**src/rtl/mask_centroid_pkg.sv**
```systemverilog
// rtl/mask_centroid_pkg.sv - shared widths and state encodings for the mask centroid block
package mask_centroid_pkg;

    localparam int SUM_W = 28;
    localparam int CNT_W = 19;
    localparam int POS_W = 10;

    typedef enum logic [1:0] {
        DIV_IDLE,
        DIV_X,
        DIV_Y,
        DIV_DONE
    } div_state_t;

    typedef enum logic {
        WAIT_SOF,
        ACCUM
    } raster_state_t;

endpackage

```
**src/rtl/seq_divider.sv**
```systemverilog
// rtl/seq_divider.sv - restoring divider, one quotient bit per cycle, first bit on the start edge
module seq_divider
    import mask_centroid_pkg::*;
(
    input  logic             clock,
    input  logic             reset,
    input  logic             start,
    input  logic [SUM_W-1:0] dividend,
    input  logic [CNT_W-1:0] divisor,
    output logic [SUM_W-1:0] quotient,
    output logic             done
);

    logic             run_q, run_d;
    logic [4:0]       left_q, left_d;
    logic [SUM_W-1:0] dvd_q, dvd_d;
    logic [SUM_W-1:0] quo_q, quo_d;
    logic [CNT_W-1:0] rem_q, rem_d;
    logic [CNT_W-1:0] dsr_q, dsr_d;
    logic [SUM_W-1:0] src_dvd;
    logic [CNT_W-1:0] src_rem;
    logic [CNT_W-1:0] src_dsr;
    logic [CNT_W:0]   trial;
    logic [CNT_W:0]   diff;
    logic             ge;

    always_comb begin
        run_d  = run_q;
        left_d = left_q;
        dvd_d  = dvd_q;
        quo_d  = quo_q;
        rem_d  = rem_q;
        dsr_d  = dsr_q;
        // The start cycle works on the incoming operands directly so no cycle is spent loading.
        src_dvd = start ? dividend : dvd_q;
        src_rem = start ? '0 : rem_q;
        src_dsr = start ? divisor : dsr_q;
        trial   = {src_rem, src_dvd[SUM_W-1]};
        diff    = trial - {1'b0, src_dsr};
        ge      = (trial >= {1'b0, src_dsr});
        if (start || run_q) begin
            dvd_d  = {src_dvd[SUM_W-2:0], 1'b0};
            rem_d  = CNT_W'(ge ? diff : trial);
            quo_d  = start ? {{(SUM_W-1){1'b0}}, ge} : {quo_q[SUM_W-2:0], ge};
            dsr_d  = src_dsr;
            run_d  = start || (left_q != 5'd1);
            left_d = start ? 5'(SUM_W - 1) : left_q - 5'd1;
        end
    end

    always_ff @(posedge clock or posedge reset) begin
        if (reset) begin
            run_q  <= 1'b0;
            left_q <= '0;
            dvd_q  <= '0;
            quo_q  <= '0;
            rem_q  <= '0;
            dsr_q  <= '0;
        end else begin
            run_q  <= run_d;
            left_q <= left_d;
            dvd_q  <= dvd_d;
            quo_q  <= quo_d;
            rem_q  <= rem_d;
            dsr_q  <= dsr_d;
        end
    end

    // High in the cycle whose closing edge writes the final quotient bit.
    assign done     = run_q && (left_q == 5'd1);
    assign quotient = quo_q;

endmodule

```
**src/rtl/mask_centroid.sv**
```systemverilog
// rtl/mask_centroid.sv - per-frame mask moments and centroid via one shared sequential divider
module mask_centroid
    import mask_centroid_pkg::*;
#(
    parameter int H_ACTIVE   = 640,
    parameter int V_ACTIVE   = 480,
    parameter int MIN_PIXELS = 64
) (
    input  logic             clock,
    input  logic             reset,
    input  logic             pixel_valid,
    input  logic             frame_start,
    input  logic [7:0]       mask,
    output logic [POS_W-1:0] x_pos,
    output logic [POS_W-1:0] y_pos,
    output logic [CNT_W-1:0] pixel_count,
    output logic             detected,
    output logic             pos_valid,
    output logic             busy
);

    localparam logic [9:0]       COL_LAST = 10'(H_ACTIVE - 1);
    localparam logic [8:0]       ROW_LAST = 9'(V_ACTIVE - 1);
    localparam logic [CNT_W-1:0] MIN_CNT  = CNT_W'(MIN_PIXELS);

    raster_state_t    rs_q, rs_d;
    div_state_t       ds_q, ds_d;
    logic [9:0]       col_q, col_d;
    logic [8:0]       row_q, row_d;
    logic [SUM_W-1:0] sum_x_q, sum_x_d, sum_y_q, sum_y_d;
    logic [CNT_W-1:0] cnt_q, cnt_d;
    logic [SUM_W-1:0] snap_x_q, snap_x_d, snap_y_q, snap_y_d;
    logic [CNT_W-1:0] snap_cnt_q, snap_cnt_d;
    logic             first_q, first_d;
    logic [POS_W-1:0] x_res_q, x_res_d;
    logic [POS_W-1:0] x_pos_q, x_pos_d, y_pos_q, y_pos_d;
    logic [CNT_W-1:0] pix_cnt_q, pix_cnt_d;
    logic             det_q, det_d;
    logic             pv_q, pv_d;

    logic             take, hit, last_px;
    logic [9:0]       cur_col;
    logic [8:0]       cur_row;
    logic [SUM_W-1:0] acc_x, acc_y;
    logic [CNT_W-1:0] acc_n;
    logic             div_start, div_done;
    logic [SUM_W-1:0] div_dividend, div_quo;
    logic             unused_bits;

    always_comb begin
        rs_d    = rs_q;
        col_d   = col_q;
        row_d   = row_q;
        sum_x_d = sum_x_q;
        sum_y_d = sum_y_q;
        cnt_d   = cnt_q;
        take    = pixel_valid && (frame_start || (rs_q == ACCUM));
        hit     = mask[7];
        cur_col = frame_start ? '0 : col_q;
        cur_row = frame_start ? '0 : row_q;
        acc_x   = (frame_start ? '0 : sum_x_q) + (hit ? SUM_W'(cur_col) : '0);
        acc_y   = (frame_start ? '0 : sum_y_q) + (hit ? SUM_W'(cur_row) : '0);
        acc_n   = (frame_start ? '0 : cnt_q) + CNT_W'(hit);
        last_px = take && (cur_col == COL_LAST) && (cur_row == ROW_LAST);
        if (take) begin
            rs_d = ACCUM;
            if (last_px) begin
                col_d   = '0;
                row_d   = '0;
                sum_x_d = '0;
                sum_y_d = '0;
                cnt_d   = '0;
            end else begin
                sum_x_d = acc_x;
                sum_y_d = acc_y;
                cnt_d   = acc_n;
                if (cur_col == COL_LAST) begin
                    col_d = '0;
                    row_d = cur_row + 9'd1;
                end else begin
                    col_d = cur_col + 10'd1;
                    row_d = cur_row;
                end
            end
        end
    end

    always_comb begin
        ds_d         = ds_q;
        snap_x_d     = snap_x_q;
        snap_y_d     = snap_y_q;
        snap_cnt_d   = snap_cnt_q;
        first_d      = first_q;
        x_res_d      = x_res_q;
        x_pos_d      = x_pos_q;
        y_pos_d      = y_pos_q;
        pix_cnt_d    = pix_cnt_q;
        det_d        = det_q;
        pv_d         = 1'b0;
        div_start    = 1'b0;
        div_dividend = (ds_q == DIV_Y) ? snap_y_q : snap_x_q;
        case (ds_q)
            DIV_IDLE: begin
                // A frame ending while a division runs is dropped here by design.
                if (last_px) begin
                    snap_x_d   = acc_x;
                    snap_y_d   = acc_y;
                    snap_cnt_d = acc_n;
                    first_d    = 1'b1;
                    ds_d       = DIV_X;
                end
            end
            DIV_X: begin
                if (first_q) begin
                    first_d = 1'b0;
                    if (snap_cnt_q < MIN_CNT) begin
                        ds_d = DIV_DONE;
                    end else begin
                        div_start = 1'b1;
                    end
                end else if (div_done) begin
                    first_d = 1'b1;
                    ds_d    = DIV_Y;
                end
            end
            DIV_Y: begin
                if (first_q) begin
                    first_d   = 1'b0;
                    div_start = 1'b1;
                    x_res_d   = div_quo[POS_W-1:0];
                end else if (div_done) begin
                    ds_d = DIV_DONE;
                end
            end
            default: begin
                ds_d      = DIV_IDLE;
                pv_d      = 1'b1;
                pix_cnt_d = snap_cnt_q;
                det_d     = (snap_cnt_q >= MIN_CNT);
                if (snap_cnt_q >= MIN_CNT) begin
                    x_pos_d = x_res_q;
                    y_pos_d = div_quo[POS_W-1:0];
                end
            end
        endcase
    end

    always_ff @(posedge clock or posedge reset) begin
        if (reset) begin
            rs_q       <= WAIT_SOF;
            ds_q       <= DIV_IDLE;
            col_q      <= '0;
            row_q      <= '0;
            sum_x_q    <= '0;
            sum_y_q    <= '0;
            cnt_q      <= '0;
            snap_x_q   <= '0;
            snap_y_q   <= '0;
            snap_cnt_q <= '0;
            first_q    <= 1'b0;
            x_res_q    <= '0;
            x_pos_q    <= '0;
            y_pos_q    <= '0;
            pix_cnt_q  <= '0;
            det_q      <= 1'b0;
            pv_q       <= 1'b0;
        end else begin
            rs_q       <= rs_d;
            ds_q       <= ds_d;
            col_q      <= col_d;
            row_q      <= row_d;
            sum_x_q    <= sum_x_d;
            sum_y_q    <= sum_y_d;
            cnt_q      <= cnt_d;
            snap_x_q   <= snap_x_d;
            snap_y_q   <= snap_y_d;
            snap_cnt_q <= snap_cnt_d;
            first_q    <= first_d;
            x_res_q    <= x_res_d;
            x_pos_q    <= x_pos_d;
            y_pos_q    <= y_pos_d;
            pix_cnt_q  <= pix_cnt_d;
            det_q      <= det_d;
            pv_q       <= pv_d;
        end
    end

    seq_divider u_div (
        .clock    (clock),
        .reset    (reset),
        .start    (div_start),
        .dividend (div_dividend),
        .divisor  (snap_cnt_q),
        .quotient (div_quo),
        .done     (div_done)
    );

    assign unused_bits = ^{mask[6:0], div_quo[SUM_W-1:POS_W]};
    assign x_pos       = x_pos_q;
    assign y_pos       = y_pos_q;
    assign pixel_count = pix_cnt_q;
    assign detected    = det_q;
    assign pos_valid   = pv_q;
    assign busy        = (ds_q != DIV_IDLE);

endmodule

```
**config.mk**
```make
export PLATFORM = sky130hd
export DESIGN_NAME = mask_centroid
export DESIGN_NICKNAME = d
export VERILOG_FILES = /design/src/rtl/mask_centroid_pkg.sv /design/src/rtl/seq_divider.sv /design/src/rtl/mask_centroid.sv
export SDC_FILE = /design/constraint.sdc
export NUM_CORES = 1
export LEC_CHECK = 0
export CAP_MARGIN = 20
export CORE_UTILIZATION = 40
export DETAILED_ROUTE_END_ITERATION = 8
export PLACE_DENSITY = 0.65
export SYNTH_ARGS = -nofsm -noshare
export SYNTH_HDL_FRONTEND = slang
export SYNTH_SLANG_ARGS = --single-unit
```
**constraint.sdc**
```tcl
create_clock -name clock -period 11.9 [get_ports clock]
set_clock_uncertainty 0.15 [all_clocks]
set_input_delay 1.785 -clock clock [delete_from_list [all_inputs] [get_ports clock]]
set_output_delay 1.785 -clock clock [all_outputs]
set_load 0.03 [all_outputs]
```
Word-level counts from Yosys, hierarchy flattened
Cells that the tools add are included.
- memory bits (writable): 0
- output and inout port bits: 42
- bits in registers: 305
- bits in read-only memories: 0
- logic and storage cells: 98
- latch bits: 0
- memories: 0
- input port bits: 12
- mux-type cells: 37
- magnitude comparators: 3
- add/sub/neg operators: 7
- multiply operators: 0
- divide/modulo/power cells: 0
- reductions and logical operators: 16
- bitwise logic cells: 1
- shift operators: 0
- equal/unequal tests: 11
- operator list (cell ; count):
    $mux 28 ; 6
    $mux 19 ; 5
    $mux 10 ; 5
    $mux 9 ; 4
    $add 28x10->28 ; 1
    $add 28x9->28 ; 1
    $ge 20x19->1 ; 1
    $add 19x1->19 ; 1
    $ge 19x7->1 const B ; 1
    $lt 19x7->1 const B ; 1
    $sub 19x19->19 ; 1
    $mux 2 ; 6
    $add 10x1->10 const B ; 1
    $eq 10x10->1 const B ; 1
    $add 9x1->9 const B ; 1
    $eq 9x9->1 const B ; 1
    $reduce_and 2->1 ; 4
    $mux 1 ; 7
    $ne 2x2->1 const B ; 3
    $ne 3x3->1 const B ; 2
    $pmux 2 s3 ; 1
    $eq 5x1->1 const B ; 1
    $mux 5 ; 1
    $ne 5x1->1 const B ; 1
    13 further kinds ; 18

Logic depth before layout (Yosys ltp)
Gate-level depths: netlist of the first run.
- depth after elaboration: 7
- mapped depth: 24
- mapped depth without buffers: 19

Cells and area by module
A second synthesis of the first run with hierarchy kept.
- cells, all modules: 1775
- area total of the unflattened synthesis: 17531.8 µm²
- by module, submodules not included (module ; seq. area each (µm²) ; times used ; area an instance (µm²) ; cells each):
    mask_centroid ; 5605.4 ; 1 ; 12095.4 ; 1228
    seq_divider ; 2477.4 ; 1 ; 5436.5 ; 547

Worst setup path after synthesis of the first run
OpenSTA, ideal clock, no wires.
- path type: input to register
- start point: input frame_start
- end point: register snap_x_q[22]
- library setup time: 0.127 ns
- buffers on the path: 4
- stages: 18
- arrival: 5.092 ns
- data required time: 11.623 ns
- setup slack: 6.530 ns
- cells stage by stage: clkbuf_1 clkbuf_1 buf_1 clkbuf_1 nor2b_1 ha_1 inv_1 fa_1 nor2b_1 o21ai_0 a21oi_1 o21ai_0 a211oi_1 nor3_1 nor3_2 nand3_1 xor2_1 o21ai_0
- word-level cells in the longest chain between the ends: 5
- elaborated cells between the ends (all ways): 12
- classes of those cells: 1 x add/sub; 2 x eq/ne; 4 x mux; 5 x reduce/logical
- ends and longest elaborated chain (what ; RTL line ; text):
    start: declaration ; mask_centroid.sv:12 ; input logic frame_start,
    parallel branches: the longest is 5 deep, another holds $add 28x10->28 ; -- ;
    end signal: assignment ; mask_centroid.sv:175 ; snap_x_q <= snap_x_d;
    end: declaration ; mask_centroid.sv:32 ; logic [SUM_W-1:0] snap_x_q, snap_x_d, snap_y_q, snap_y_d;
Parallel ways; which one is timed is not known.
A chain may end at the register's enable or synchronous reset.

Worst setup path after layout of the first run
Ends and elaborated chain as after synthesis.

==> impl_metrics.py, run 1 <==
metrics = {
    "yosys": {
        "synth_area_per_cell_sq_um": 9.474,
        "ys_warn_count": 0,
        "postSynthCellCount": 1735,
        "synth-edff-count": 0,
        "yosys_register_bits": 305,
        "netlist_area_sq_um": 16440,
        "yosys-top-cells-area": "dfrtp_1 (46%), nand2_1 (5.6%), o21ai_0 (4.5%)",
        "ys_dominant_reg_cell": "dfrtp_1",
        "ys_seq_area_frac": 0.4643,
        "yosys.area.top_type": "dfrtp_1",
        "synth_fp_nets": 1796,
        "ys_async_sr_fraction": 1.000,
        "synth_cell_types": 75,
        "synth_top_area_frac": 0.4643,
    },
    "worst_setup_path": {
        "worstPathCellList": "buf_2, buf_4, nor2b_1, and2_1, ha_1, nor2b_1, o21ai_0, a21oi_1, o21ai_0, a211oi_1, nor3_1, nor3_2, nand3_1, xor2_1, o21ai_0",
        "timing.rr.end": "u_div.rem_q[17]$_DFFE_PP0P_",
        "worstPathMaxFanout": 43,
        "slowest_stage": "nor3_1",
        "crit_type": "input port to flop",
        "worstSetupEndpointType": "flop",
        "crit_top_cell": "o21ai_0",
        "crit_required_ns": 12.11,
        "r2r_cells": 19,
        "start_kind": "input port",
        "critPathMaxStageDelay_ns": 0.77,
        "reg2reg_slack_ns": 5.88,
        "arrival_ns": 6.37,
        "timing.rr.start": "ds_q[0]$_DFFE_PP0P_",
    },
    "sta": {
        "slew_headroom": 0.2841,
        "setup_tns_ns": 0,
        "fmax_mhz": 162.3,
        "hold_viol": 0,
        "rsz0062_at_grt": "false",
        "layout_min_cycle_time_ns": 6.163,
        "worst_pin_slew_ns": 1.070,
        "slew_viol_final": 0,
        "period_share": 0.5179,
        "setup_viol": 0,
        "holdWs_ns": 0.3181,
    },
    "min_path": {
        "holdPathEnd": "snap_x_q[20]$_DFFE_PP0P_",
        "holdCritPathClass": "flop to flop",
        "min_from": "snap_x_q[20]$_DFFE_PP0P_",
        "holdPathStages": 2,
    },
    "drt": {
        "drtPass1Iterations": 5,
        "wl_met2_mm": 17.45,
        "viasPerCell": 5.486,
        "vias": 12520,
        "drtIter0Drc": 775,
        "met1_length_mm": 18.16,
        "ant_nets": 0,
        "drc": 0,
        "wl_met3_mm": 1.501,
        "top_layer": "met4",
        "drt-wirelength-per-cell_um": 16.62,
        "routed_wl_mm": 37.92,
    },
    "power": {
        "power.leakage_nw": 8.203,
        "p_per_area_nw_per_um2": 116.6,
        "peakVddDrop_v": 0.00008387,
    },
    "floorplanning": {
        "fp.dieH_um": 204.7,
        "core_sq_um": 40100,
        "start_util": 0.4099,
        "num_rows": 73,
        "die_x_um": 204.7,
        "ios": 54,
        "die_area_sq_um": 41910,
    },
    "cts": {
        "htree_levels": 2,
        "worstSkewPairLatency_ns": 0.53,
        "clkTransAtPathRegs_ns": 0.06,
        "cts_made_buffers": 35,
        "cts_setup_buffers": 0,
        "cts_hold_buf": 0,
        "cts_tree": "built",
        "numClockSinks": 305,
        "cts_resized": 0,
        "cts_buffer_depth": 3,
        "cts_root_buffer": "clkbuf_16",
    },
    "placement": {
        "place.detailed.hpwl_mm": 24.64,
        "gp_congestion": 0.8828,
        "io_buffers": 46,
    },
    "job": {
        "maxCapViolCount": 0,
    },
    "cells_and_area": {
        "drive_gt1_frac": 0.08196,
        "fillerInstances": 3738,
        "fin_nets": 1798,
        "final_common_cell": "dfrtp_1",
        "area_growth_pct": 12.10,
        "most-common-layout-cells": "dfrtp_1 (304), nand2_1 (246), o21ai_0 (147), a21oi_1 (87), nor2b_1 (78)",
        "n_antenna_cell": 0,
    },
    "global_routing": {
        "grt_pass1_vias": 12330,
        "track_usage": 0.1877,
        "grt_overflow": 0,
        "grt_antenna_before_repair": 1,
        "grt_pass1_wl_mm": 64.22,
        "grt_max_degree": 149,
    },
    "outcome": {
        "status": "finished, final reports clean",
    },
}
## power breakdown
| group | switching (W) | leakage, nW | internal [W] | total (W) |
|---|---|---|---|---|
| Clock | 0.000421 | 0.539 | 0.000613 | 0.00103 |
| Sequential | 0.00000340 | 4.25 | 0.00104 | 0.00105 |
| Combinational | 0.0000542 | 3.41 | 0.0000141 | 0.0000683 |
## per-layer routing
layer	track usage	up-vias
met3	0.02720	56
met5	0	-
li1	-	6120
met2	0.3035	230
met4	0.05251	0
met1	0.2608	6113
## cells in the mapped netlist (39+ instances only)
library cell	count
dfrtp_1	305
nand2_1	247
nor2_1	67
xnor2_1	62
mux2_2	51
o21ai_1	39
ha_1	46
a21oi_1	87
clkbuf_1	69
mux2i_1	54
o31ai_1	50
inv_1	59
o21ai_0	147
nand3_1	40
nor2b_1	78
## state kept, by name (all words and copies together), names as in the netlist, 19 cells and up
signal / count
snap_y_q: 28
pixel_count: 19
sum_x_q: 28
snap_x_q: 28
u_div.dsr_q: 19
sum_y_q: 28
snap_cnt_q: 19
u_div.rem_q: 19
cnt_q: 19
u_div.dvd_q: 27
## critical path, delay by kind of cell
kind / cells / cell delay [ns]
AOI/OAI and AO/OA: 5 / 1.04
xor gates and xnor gates: 1 / 0.15
adders and majority gates: 1 / 0.33
buffers and inverters: 2 / 1.04
and+or+nand+nor: 6 / 2.00
## worst max-delay path by stage
stage	start	to	slack, ns	depth (start not counted)
floorplan	reset	cnt_q[0]$_DFFE_PP0P_	1.53	1
global placement	frame_start	snap_x_q[22]$_DFFE_PP0P_	5.34	15
detailed placement	frame_start	snap_x_q[22]$_DFFE_PP0P_	5.26	15
CTS	frame_start	snap_x_q[22]$_DFFE_PP0P_	5.78	15
global route	frame_start	snap_x_q[22]$_DFFE_PP0P_	5.22	15
finish	frame_start	snap_x_q[22]$_DFFE_PP0P_	5.74	15
## cell type report
class	count	area (sq um)	share of cell area
Timing Repair Buffer	64	610.6	0.03314
Clock inverter	7	43.79	0.002377
Sequential cell	305	7634	0.4143
Tap cell	525	656.9	0.03565
Inverter	60	232.7	0.01263
Clock buffer	50	1055	0.05725
Multi-Input combinational cell	1271	8193	0.4447
## through the flow
step           setup slack [ns]  std cells  instance area, sq um  total power (W)  utilization
3_5_place_dp              5.256       2224                 17310         0.001135       0.4317
5_1_grt                   5.219       2282                 18430         0.002229       0.4595
3_3_place_gp              5.344       2224                 17310         0.001133       0.4317
6_report                  5.737       2282                 18430         0.002148       0.4595
4_1_cts                   5.784       2281                 18410         0.002180       0.4591
2_1_floorplan             1.534       1735                 16440         0.001111            -
## logic make-up after synthesis
logic type,after synthesis,share of synthesized area
AOI/OAI and AO/OA,452,0.1672
muxes,116,0.07536
DFF,305,0.4643
and+or+nand+nor,564,0.1673
xor gates and xnor gates,89,0.04742
adders and majority gates,50,0.03928
buffers and inverters,159,0.03913
Power figures use the tool's default switching activity.
==> inputs of run 2 (changes only) <==
- PLACE_DENSITY: 0.65 -> 0.67
- clock period: 11.9 -> 5.52 ns (I/O delays scaled with it)
==> run 2 against run 1 <==
Against the previous run:
- critical path depth up 3
- die area unchanged
- total power up 120%
- sequential cell count unchanged
- worst hold slack worse by 0.0043 ns
- routed wire length up 0.23%
- global-route usage down 0.12 points
- setup slack worse by 5.1 ns
- clock-buffer cell count unchanged
- final cell count up 0.83%
- combinational power up 120%
- largest cell class unchanged
- highest routed layer unchanged
==> impl_metrics.py, run 2 (synthesized netlist as in run 1, its figures left out) <==
metrics = {
    "global_routing": {
        "grt_antenna_before_repair": 0,
        "track_usage": 0.1865,
        "grt_pass1_wl_mm": 63.98,
        "grt_pass1_vias": 12520,
        "grt_overflow": 0,
        "grt_max_degree": 149,
    },
    "placement": {
        "io_buffers": 46,
        "placed_area_sq_um": 17460,
        "place.detailed.hpwl_mm": 24.97,
        "gp_congestion": 0.8643,
    },
    "sta": {
        "hold_viol": 0,
        "slew_headroom": 0.2876,
        "layout_min_cycle_time_ns": 4.878,
        "rsz0062_at_grt": "false",
        "period_share": 0.8836,
        "slew_viol_final": 0,
        "setup_tns_ns": 0,
        "fmax_mhz": 205.0,
        "worst_pin_slew_ns": 1.065,
        "setup_viol": 0,
    },
    "power": {
        "power.leakage_nw": 8.292,
        "total_power_w": 0.004686,
        "p_per_area_nw_per_um2": 251.9,
        "peakVddDrop_v": 0.0001656,
    },
    "floorplanning": {
        "die_x_um": 204.7,
        "ios": 54,
        "core_sq_um": 40100,
        "fp.dieH_um": 204.7,
        "num_rows": 73,
        "start_util": 0.4099,
        "die_area_sq_um": 41910,
    },
    "worst_setup_path": {
        "r2r_cells": 18,
        "worstPathCellList": "inv_1, ha_2, a211oi_2, nand4_1, nand2_2, a21oi_1, ha_1, fa_1, nor2b_1, a211oi_1, o221ai_1, o211ai_1, a31oi_1, a21o_1, buf_4, o21ai_0, a21boi_0, a31oi_1",
        "critPathMaxStageDelay_ns": 0.42,
        "reg2reg_slack_ns": 0.64,
        "timing.rr.end": "u_div.rem_q[14]$_DFFE_PP0P_",
        "crit_top_cell": "a31oi_1",
        "crit_required_ns": 5.82,
        "worstSetupEndpointType": "flop",
        "slowest_stage": "nand2_2",
        "timing.rr.start": "ds_q[0]$_DFFE_PP0P_",
        "arrival_ns": 5.18,
        "start_kind": "flop",
        "crit_type": "flop to flop",
        "worstPathMaxFanout": 20,
    },
    "cts": {
        "cts_root_buffer": "clkbuf_16",
        "clkTransAtPathRegs_ns": 0.06,
        "cts_hold_buf": 0,
        "cts_resized": 0,
        "numClockSinks": 305,
        "cts_setup_buffers": 0,
        "cts_made_buffers": 35,
        "cts_buffer_depth": 3,
        "cts_tree": "built",
        "worstSkewPairLatency_ns": 0.53,
        "htree_levels": 2,
    },
    "cells_and_area": {
        "drive_gt1_frac": 0.09009,
        "n_antenna_cell": 0,
        "seqCellArea_sq_um": 7634,
        "area_growth_pct": 13.18,
        "fillerInstances": 3750,
        "final_common_cell": "dfrtp_1",
        "multiInputGateArea_sq_um": 8193,
        "fin_nets": 1812,
        "finalInstanceArea_sq_um": 18600,
        "most-common-layout-cells": "dfrtp_1 (304), nand2_1 (246), o21ai_0 (147), a21oi_1 (87), nor2b_1 (78)",
    },
    "drt": {
        "ant_nets": 0,
        "vias": 12700,
        "routed_wl_mm": 38.01,
        "viasPerCell": 5.518,
        "drtPass1Iterations": 5,
        "drc": 0,
        "drt-wirelength-per-cell_um": 16.52,
        "drtIter0Drc": 877,
    },
    "min_path": {
        "min_from": "sum_x_q[23]$_DFFE_PP0P_",
        "holdPathStages": 1,
        "holdPathEnd": "sum_x_q[23]$_DFFE_PP0P_",
        "holdCritPathClass": "flop to flop",
    },
    "job": {
        "maxCapViolCount": 0,
    },
    "outcome": {
        "status": "finished, final reports clean",
    },
}
[run 2: cell count changes in the layout (fill, tap and decap cells not counted), sizes merged]
cell	previous run	this run
clkinv	6	9
clkinvlp	2	3
buf	19	33
bufinv	0	1
[run 2: metrics by stage]
step | cells | util | worst slack [ns] | hold WS [ns]
final | 2301 | 0.4640 | 0.6423 | 0.3138
after global routing | 2301 | 0.4640 | 0.2548 | 0.3391
after CTS | 2300 | 0.4636 | 0.6941 | 0.3168
after detailed placement | 2238 | 0.4355 | 0.5773 | 0.3077
after global placement | 2238 | 0.4355 | 0.6352 | 0.3038
after floorplan | 1735 | - | 0.4850 | 0.2895
[run 2: final cells by class]
cell class                 instances  area share
tap                              525     0.03531
multi-input combinational       1271      0.4404
timing repair buffer              78     0.04116
sequential                       305      0.4103
clock inverter                    12    0.006053
clock buffer                      50     0.05448
inverter                          60     0.01231
[run 2: worst max path at each step]
stage | from | endpoint | slack, ns | cells past startpoint
global placement | mask[7] | snap_y_q[20]$_DFFE_PP0P_ | 0.64 | 15
detailed placement | mask[7] | snap_y_q[20]$_DFFE_PP0P_ | 0.58 | 15
CTS | ds_q[0]$_DFFE_PP0P_ | u_div.rem_q[14]$_DFFE_PP0P_ | 0.69 | 18
floorplan | reset | cnt_q[0]$_DFFE_PP0P_ | 0.49 | 1
global route | snap_cnt_q[12]$_DFFE_PP0P_ | u_div.rem_q[14]$_DFFE_PP0P_ | 0.25 | 16
finish | ds_q[0]$_DFFE_PP0P_ | u_div.rem_q[14]$_DFFE_PP0P_ | 0.64 | 18
[run 2: metal layers]
layer | wire length (um) | GRT usage
met5 | 0 | 0
met2 | 17640 | 0.3007
met1 | 17900 | 0.2590
met4 | 756 | 0.05997
met3 | 1718 | 0.02386
[run 2: power by group]
part           internal (W)  switching, W
registers           0.00225    0.00000739
clock network       0.00133      0.000946
logic             0.0000350      0.000118
[run 2: critical path: cells and delay by family (launching register included)]
family | cells | cell delay (ns)
adders and majority gates | 3 | 0.85
DFF | 1 | 0.41
buffers and inverters | 2 | 0.39
and+or+nand+nor | 3 | 0.94
AOI/OAI and AO/OA | 10 | 2.06
